<file path="config.mk">
export PLATFORM = sky130hd
export DESIGN_NAME = seven_seg_scan_ctrl
export DESIGN_NICKNAME = d
export VERILOG_FILES = /design/src/rtl/seven_seg_scan_ctrl_pkg.sv /design/src/rtl/seven_seg_scan_ctrl_decoder.sv /design/src/rtl/seven_seg_scan_ctrl.sv
export SDC_FILE = /design/constraint.sdc
export NUM_CORES = 1
export LEC_CHECK = 0
export ABC_AREA = 1
export ABC_CLOCK_PERIOD_IN_PS = 1590
export CAP_MARGIN = 0
export CORE_MARGIN = 4
export CORE_UTILIZATION = 50
export DETAILED_ROUTE_END_ITERATION = 8
export GPL_TIMING_DRIVEN = 0
export PLACE_DENSITY = 0.76
export SETUP_SLACK_MARGIN = 0.15
export SLEW_MARGIN = 10
export SYNTH_ARGS = -nofsm -noshare
export SYNTH_HDL_FRONTEND = slang
export SYNTH_SLANG_ARGS = --single-unit
</file>
<file path="constraint.sdc">
create_clock -name i_clk -period 1.59 [get_ports i_clk]
set_clock_uncertainty 0.05 [all_clocks]
set_input_delay 0.2385 -clock i_clk [delete_from_list [all_inputs] [get_ports i_clk]]
set_output_delay 0.2385 -clock i_clk [all_outputs]
set_load 0.05 [all_outputs]
</file>
<file path="src/rtl/seven_seg_scan_ctrl_pkg.sv">
// Shared types and constants for the 4-digit seven-segment scan controller.
// Segment byte layout is {dp,g,f,e,d,c,b,a}, active-low.
package seven_seg_pkg;

    typedef enum logic {
        BLANK = 1'b0,
        DRIVE = 1'b1
    } scan_state_t;

    localparam logic [7:0] SEG_OFF = 8'hFF;

    // Index 15 is leftmost; bit 7 (dp) is left dark and supplied by the decoder.
    localparam logic [15:0][7:0] SEG_TABLE = {
        8'h8E, 8'h86, 8'hA1, 8'hC6, 8'h83, 8'h88, 8'h90, 8'h80,
        8'hF8, 8'h82, 8'h92, 8'h99, 8'hB0, 8'hA4, 8'hF9, 8'hC0
    };

endpackage

</file>
<file path="src/rtl/seven_seg_scan_ctrl_decoder.sv">
// Combinational hex-to-segment decoder with decimal point, active-low output.
module seg7_hex_decoder
    import seven_seg_pkg::*;
(
    input  logic [3:0] hex,
    input  logic       dp,
    output logic [7:0] seg
);

    logic [7:0] table_seg;

    always_comb begin
        table_seg = SEG_TABLE[hex];
        seg       = {~dp, table_seg[6:0]};
    end

endmodule

</file>
<file path="src/rtl/seven_seg_scan_ctrl.sv">
// Time-multiplexed 4-digit seven-segment scan controller with per-slot blanking
// and per-frame snapshot. Optional leading-zero suppression: LEADING_ZERO_BLANK_EN.
module seven_seg_scan_ctrl
    import seven_seg_pkg::*;
#(
    parameter int unsigned CLK_HZ       = 100_000_000,
    parameter int unsigned SCAN_HZ      = 1000,
    parameter int unsigned BLANK_CYCLES = 1000
) (
    input  logic        i_clk,
    input  logic        i_rst,
    input  logic [15:0] i_digits,
    input  logic [3:0]  i_dp,
    output logic [1:0]  o_sel,
    output logic        o_ena,
    output logic [7:0]  o_seg,
    output logic        o_frame
);

    localparam int unsigned DIV   = CLK_HZ / SCAN_HZ;
    localparam int unsigned CNT_W = $clog2(DIV);

    localparam logic [CNT_W-1:0] CNT_LAST       = CNT_W'(DIV - 1);
    localparam logic [CNT_W-1:0] CNT_BLANK_LAST = CNT_W'(BLANK_CYCLES - 1);

    generate
        if (BLANK_CYCLES < 2 || BLANK_CYCLES >= DIV) begin : g_bad_params
            $error("seven_seg_scan_ctrl: need 2 <= BLANK_CYCLES < CLK_HZ/SCAN_HZ");
        end
    endgenerate

    scan_state_t      state;
    scan_state_t      state_next;
    logic [CNT_W-1:0] cnt;
    logic [CNT_W-1:0] cnt_next;
    logic [1:0]       sel_next;
    logic             ena_next;
    logic [7:0]       seg_next;
    logic             frame_next;
    logic             slot_end;
    logic             wrap;
    logic             load_seg;

    logic [15:0]      snap_digits;
    logic [3:0]       snap_dp;

    logic [3:0]       cur_hex;
    logic             cur_dp;
    logic [7:0]       dec_seg;
    logic [7:0]       pattern;

    always_comb begin
        cur_hex = snap_digits[{o_sel, 2'b00} +: 4];
        cur_dp  = snap_dp[o_sel];
    end

    seg7_hex_decoder u_dec (
        .hex (cur_hex),
        .dp  (cur_dp),
        .seg (dec_seg)
    );

`ifdef LEADING_ZERO_BLANK_EN
    logic [3:0] lz_blank;

    // A digit is suppressed only when it and every digit to its left are zero.
    always_comb begin
        lz_blank[3] = (snap_digits[15:12] == 4'h0);
        lz_blank[2] = lz_blank[3] && (snap_digits[11:8] == 4'h0);
        lz_blank[1] = lz_blank[2] && (snap_digits[7:4] == 4'h0);
        lz_blank[0] = 1'b0;
        pattern     = dec_seg;
        if (lz_blank[o_sel]) begin
            pattern = {dec_seg[7], SEG_OFF[6:0]};
        end
    end
`else
    always_comb begin
        pattern = dec_seg;
    end
`endif

    always_comb begin
        state_next = state;
        slot_end   = (cnt == CNT_LAST);
        cnt_next   = slot_end ? '0 : cnt + 1'b1;
        sel_next   = slot_end ? o_sel + 2'd1 : o_sel;
        wrap       = slot_end && (o_sel == 2'd3);
        load_seg   = (state == BLANK) && (cnt == '0);

        case (state)
            BLANK:   if (cnt == CNT_BLANK_LAST) state_next = DRIVE;
            DRIVE:   if (slot_end)              state_next = BLANK;
            default:                            state_next = BLANK;
        endcase

        ena_next   = (state_next == DRIVE);
        seg_next   = load_seg ? pattern : o_seg;
        frame_next = wrap;
    end

    always_ff @(posedge i_clk or posedge i_rst) begin
        if (i_rst) begin
            state       <= BLANK;
            cnt         <= '0;
            o_sel       <= '0;
            o_ena       <= 1'b0;
            o_seg       <= SEG_OFF;
            o_frame     <= 1'b0;
            snap_digits <= '0;
            snap_dp     <= '0;
        end else begin
            state   <= state_next;
            cnt     <= cnt_next;
            o_sel   <= sel_next;
            o_ena   <= ena_next;
            o_seg   <= seg_next;
            o_frame <= frame_next;
            if (wrap) begin
                snap_digits <= i_digits;
                snap_dp     <= i_dp;
            end
        end
    end

endmodule

</file>
==> results of run 1 <==
kinds of logic after synthesis:
kind of cell / after synthesis / share of synthesized area (%)
and+or+nand+nor: 241 / 38.5
buffers and inverters: 50 / 7.95
AOI/OAI and AO/OA: 10 / 2.21
xor gates and xnor gates: 7 / 2.21
adders and majority gates: 10 / 4.52
DFF: 49 / 44.6
path summary, 6_finish.rpt:
path,to,slack (ns),cells after the start
worst min register to register,o_seg[4],0.42,2
worst max register to register,o_seg[4],-0.08,11
max in group asynchronous,o_sel[1],0.43,2
worst max-delay path,o_seg[4],-0.08,11
min in group asynchronous,cnt[12],0.44,2
worst min-delay path,snap_digits[5],0.41,3
power breakdown:
part           internal [mW]  switching [mW]
registers               1.25               0
logic                 0.0455          0.0345
clock network          0.305           0.475
cell type report:
| type | instances | share of cell area, % |
|---|---|---|
| buffer | 9 | 2.31 |
| clock buffer | 5 | 1.67 |
| clock inverter | 3 | 0.425 |
| inverter | 41 | 4.53 |
| multi-input combinational | 269 | 44.6 |
| sequential | 49 | 30.2 |
| tap | 70 | 2.13 |
| timing repair buffer | 67 | 14.2 |
registers in the layout, indices dropped and copies added (netlist names):
name and cells:
o_frame 1, snap_digits 16, o_sel 2, cnt 17
snap_dp 4, state 1, o_seg 8
worst reg2reg max path: cells and delay by family, from the launching register on:
family / cells / cell delay [ns]
buffers and inverters: 2 / 0.22
flip-flops: 1 / 0.45
AND/OR/NAND/NOR: 8 / 0.73
adder cells (fa/ha/maj): 1 / 0.17
cells in the mapped netlist, types with 2 or more instances:
master    instances  area, um2
nand2_1         146        548
dfrtp_1          41       1030
inv_1            37        139
nand3_1          34        170
nor2_1           26       97.6
ha_1             10        125
dfstp_2           8        210
nor3_1            8       40.0
xor2_1            7       61.3
buf_2             5       25.0
nand3_2           5       50.1
nand4_1           5       31.3
inv_2             4       15.0
nand2_2           4       25.0
a21oi_1           3       15.0
buf_6             3       33.8
nand3b_1          3       22.5
nor2_2            2       12.5
nor3_2            2       20.0
o21ai_0           2       10.0
per-layer routing:
layer  vias up  global-route usage [%]  share of wire [%]
met5         -                       0                  0
met4         0                    6.48                2.8
met3        33                    4.34                6.0
met2       143                    37.6                 53
met1      1327                    27.8                 38
li1       1300                       -                  -
stage by stage:
stage | instance area (um2) | hold WS, ns
6_report | 4120 | 0.406
5_1_grt | 4120 | 0.406
4_1_cts | 3770 | 0.410
3_5_place_dp | 3240 | 0.408
3_3_place_gp | 3240 | 0.406
2_1_floorplan | 2830 | 0.221
repair_timing:
item,in CTS,in global routing
pin swaps,19,23
endpoints found under the setup margin,53,48
setup buffers,21,10
cloned,3,1
resized for setup,133,62
==> flow_metrics.py, run 1 <==
metrics = {
    "worst_hold_path": {
        "hp-start": "i_digits[5]",
        "hold_path_class": "input port to flip-flop",
    },
    "cells_and_area": {
        "diodes": 0,
        "fillers": 342,
        "area_delta_synth_final_pct": 48.7,
        "regArea_um2": 1240,
        "multi_input_area_um2": 1840,
        "nNetsFinal": 474,
        "final_common_cell": "nand2_1",
        "final_cell_mix": "nand2_1, dfrtp_1, nand2_2",
        "final_util_pct": 78.6,
        "stdcell_count": 513,
        "drive_gt1_share_pct": 42.9,
    },
    "worst_setup_path": {
        "path_buf_inv": 2,
        "worstReg2RegStart": "o_sel[0]",
        "endpoint_kind": "flip-flop",
        "crit_path_top_delay_cell": "dfrtp_2",
        "crit_path_max_incr_delay_ns": 0.45,
        "worst_ep_arrival_time_ns": 1.88,
        "path_cells": "inv_2 > buf_8 > nand2_4 > nand3_4 > nand2_8 > ha_4 > nand3b_1 > nand2_1 > nand2_1 > nand3_1 > nand2_1",
        "cp_max_fo": 6,
        "path_delay_family": "simple AND/OR/NAND/NOR gates",
        "critical_path_class": "flip-flop to flip-flop",
        "required_ns": 1.80,
        "startpoint": "o_sel[0]",
        "critPathLaunchType": "flip-flop",
        "crit_path_frequent_cell": "nand2_1",
    },
    "grt": {
        "antenna_found_initial": 0,
        "grt_overflow_total": 0,
        "track_usage_pct": 21.9,
        "grt_pass1_wl_um": 11400,
        "grt_max_degree": 50,
        "grt_pass1_vias": 2511,
    },
    "detailed_routing": {
        "wl_per_cell_um": 16.5,
        "drt-initial-drc-count": 302,
        "avgViaCountPerCell": 5.46,
        "via_count": 2803,
        "first_pass_iters": 5,
        "antenna_left": 0,
        "totalWireLength_um": 8440,
        "drc": 0,
    },
    "place": {
        "hpwl_um": 4400,
        "place_inst": 470,
        "pre_cts_slack_ns": -0.149,
        "port_buffers": 33,
        "finalWeightedCongestion": 0.905,
    },
    "die": {
        "io_pins": 34,
        "die_x_um": 82.4,
        "die_area_um2": 6800,
        "core_um2": 5240,
        "die_y_um": 82.4,
        "start_util_pct": 52.9,
        "rows": 26,
    },
    "pwr": {
        "leakagePower_nw": 1.89,
        "total_power_mw": 2.11,
        "power.density_nw_per_um2": 511,
        "ir_drop_mv": 0.527,
    },
    "sta": {
        "hold_viol_final": 0,
        "final.setup.tns_ns": -1.32,
        "setup_viol": 28,
        "timing.final.max_slew_violations": 0,
        "worst_slack_ns": -0.0769,
        "clock.fmax_mhz": 600,
        "tightest_slew_ns": 1.03,
        "maxSlewHeadroom_pct": 31.0,
        "rsz0062_at_grt": "yes",
        "finalCritPeriodShare_pct": 105,
        "min_period_ns": 1.67,
    },
    "clock_tree": {
        "clock_latency_ns": 0.32,
        "cts_root_buffer": "clkbuf_8",
        "clock-sinks": 49,
        "numCtsBuffers": 5,
        "cts_buffer_depth": 2,
        "ctsHoldBuffers": 0,
        "cts_tree": "built",
        "htree_num_levels": 2,
        "clkTransAtPathRegs_ns": 0.10,
    },
    "yosys": {
        "ys_types": 32,
        "syn_area_um2": 2770,
        "synth_cells": 367,
        "synth_edf_count": 0,
        "synth_fp_nets": 399,
        "async_flop_share_pct": 100,
        "ys_seq_area_share_pct": 44.6,
        "syn_avg_cell_area_um2": 7.55,
        "ys_warn_count": 0,
        "synthFlopType": "dfrtp_1",
        "ys_ff_latch": 49,
    },
    "run_status": {
        "violations": "negative setup slack",
        "status": "complete, but fails checks",
    },
    "flow_run": {
        "cap_violations": 0,
    },
}
No activity file was read; power rests on OpenSTA's default activity.
==> inputs of run 2 (changes only) <==
--- a/config.mk
+++ b/config.mk
@@ -6,13 +6,14 @@
 export NUM_CORES = 1
 export LEC_CHECK = 0
 export ABC_AREA = 1
-export ABC_CLOCK_PERIOD_IN_PS = 1590
 export CAP_MARGIN = 0
+export CELL_PAD_IN_SITES_DETAIL_PLACEMENT = 2
+export CELL_PAD_IN_SITES_GLOBAL_PLACEMENT = 2
 export CORE_MARGIN = 4
-export CORE_UTILIZATION = 50
+export CORE_UTILIZATION = 29
 export DETAILED_ROUTE_END_ITERATION = 8
 export GPL_TIMING_DRIVEN = 0
-export PLACE_DENSITY = 0.76
+export PLACE_DENSITY_LB_ADDON = 0.1
 export SETUP_SLACK_MARGIN = 0.15
 export SLEW_MARGIN = 10
 export SYNTH_ARGS = -nofsm -noshare
==> flow_metrics.py, run 2 (same netlist as run 1, synthesis figures left out) <==
metrics = {
    "run_status": {
        "status": "complete, but fails checks",
        "violations": "negative setup slack",
    },
    "clock_tree": {
        "clock-sinks": 49,
        "htree_num_levels": 2,
        "ctsHoldBuffers": 0,
        "numCtsBuffers": 5,
        "clkTransAtPathRegs_ns": 0.10,
        "clock_latency_ns": 0.32,
        "cts_buffer_depth": 2,
        "cts_root_buffer": "clkbuf_8",
        "cts_tree": "built",
    },
    "detailed_routing": {
        "totalWireLength_um": 10900,
        "first_pass_iters": 4,
        "wl_per_cell_um": 18.8,
        "antenna_left": 0,
        "drc": 0,
        "drt-initial-drc-count": 56,
        "avgViaCountPerCell": 4.81,
        "via_count": 2787,
    },
    "pwr": {
        "power.density_nw_per_um2": 525,
        "p_switching_mw": 0.522,
        "combPwrFrac_pct": 3.9,
        "seqPwrFrac_pct": 53.4,
        "p_sw_share_pct": 22.4,
        "leakagePower_nw": 2.01,
        "ir_drop_mv": 0.325,
        "p_int_mw": 1.81,
        "p_clk_share_pct": 42.7,
    },
    "grt": {
        "grt_pass1_vias": 2914,
        "antenna_found_initial": 0,
        "grt_pass1_wl_um": 15400,
        "grt_max_degree": 50,
        "grt_overflow_total": 0,
        "track_usage_pct": 17.5,
    },
    "cells_and_area": {
        "area_delta_synth_final_pct": 60.6,
        "diodes": 0,
        "fin_area_um2": 4450,
        "largest_register_ffs": 17,
        "top_register": "cnt",
        "drive_gt1_share_pct": 49.6,
        "stdcell_count": 579,
        "regArea_um2": 1250,
        "final_cell_mix": "nand2_1, nand2_2, dfrtp_1",
        "reg.largest.list": "cnt: 17 flops, snap_digits: 16 flops, o_seg: 8 flops",
        "nNetsFinal": 481,
        "final_util_pct": 47.9,
        "final_common_cell": "nand2_1",
        "multi_input_area_um2": 1960,
        "fillers": 1001,
    },
    "place": {
        "place_inst": 529,
        "finalWeightedCongestion": 0.774,
        "port_buffers": 33,
        "post_dp_cell_area_um2": 3320,
        "hpwl_um": 6120,
    },
    "worst_setup_path": {
        "critical_path_class": "flip-flop to flip-flop",
        "worst_ep_arrival_time_ns": 1.92,
        "critPathLaunchType": "flip-flop",
        "endpoint_kind": "flip-flop",
        "required_ns": 1.80,
        "cp_max_fo": 6,
    },
    "sta": {
        "min_period_ns": 1.71,
        "setup_viol": 26,
        "clock.fmax_mhz": 586,
        "hold_viol_final": 0,
        "final.setup.tns_ns": -1.51,
        "finalCritPeriodShare_pct": 107,
        "timing.final.max_slew_violations": 0,
        "tightest_slew_ns": 0.371,
        "rsz0062_at_grt": "yes",
        "maxSlewHeadroom_pct": 75.2,
        "worst_slack_ns": -0.118,
    },
    "flow_run": {
        "cap_violations": 0,
    },
    "die": {
        "die_y_um": 106,
        "die_x_um": 106,
        "rows": 35,
        "io_pins": 34,
        "core_um2": 9280,
        "die_area_um2": 11200,
        "start_util_pct": 29.8,
    },
    "worst_hold_path": {
        "hold_path_class": "input port to async pin",
    },
}
[run 2: changes by cell type in the layout (fill, tap and decap cells not counted), sizes merged]
cell,delta
dlygate4sd2,-1
buf,+7
clkinv,-1
bufinv,+1
clkinvlp,-1
clkbuf,+2
[run 2: layout make-up]
cell class,instances,area share [%]
clock buffers,7,1.94
flip-flops and latches,49,28.0
plain buffers,9,2.39
repair inverters,1,0.113
repair buffers,73,15.1
clock inverters,1,0.675
multi-input cells,269,44.1
well taps,129,3.63
inverters,41,4.02
[run 2: per-stage QoR]
stage	worst slack, ns	hold WS, ns	power [mW]
finish	-0.118	0.192	2.33
global route	-0.204	0.218	2.41
floorplan	-0.0637	0.221	1.29
CTS	-0.0414	0.400	2.33
detailed placement	-0.223	0.408	1.35
global placement	-0.152	0.405	1.35
[run 2: final timing paths]
kind	slack [ns]	to	depth (start not counted)	startpoint
worst max-delay path	-0.12	o_seg[4]	11	o_sel[0]
worst min-delay path	0.19	cnt[14]	2	i_rst
worst max register to register	-0.12	o_seg[4]	11	o_sel[0]
worst min register to register	0.42	o_seg[0]	2	o_seg[0]
max in group asynchronous	0.74	o_seg[2]	3	i_rst
min in group i_clk	0.40	snap_digits[3]	3	i_digits[3]
[run 2: metal layers]
metal	vias to the layer above	wire length, um	part of all wire, %	global-route usage [%]
li1	1316	-	-	-
met3	12	223	2.1	2.63
met2	40	5990	55	31.1
met4	0	136	1.3	4.81
met1	1419	4510	42	21.9
met5	-	0	0	0
[run 2: worst max-delay path: stages (launching register included)]
cell      delay [ns]
dfrtp_2         0.44
buf_6           0.15
nand2_2         0.09
nand2_2         0.07
nand2_2         0.09
nand2_4         0.08
ha_4            0.18
nand3b_1        0.19
nand2_1         0.09
nand2_1         0.08
nand3_1         0.08
nand2_1         0.05
[run 2: what timing repair did]
item,CTS,global route
endpoints found under the setup margin,56,48
setup buffers,19,15
gates cloned,5,2
pin swaps,21,37
gates resized for setup,130,119
[run 2: power by group through the flow]
stage | registers [mW] | logic [mW] | clock network (mW)
3_3_place_gp | 1.27 | 0.0794 | 0
4_1_cts | 1.25 | 0.0813 | 1.00
2_1_floorplan | 1.27 | 0.0185 | 0
3_5_place_dp | 1.27 | 0.0811 | 0
6_report | 1.25 | 0.0907 | 0.997
5_1_grt | 1.25 | 0.0996 | 1.06
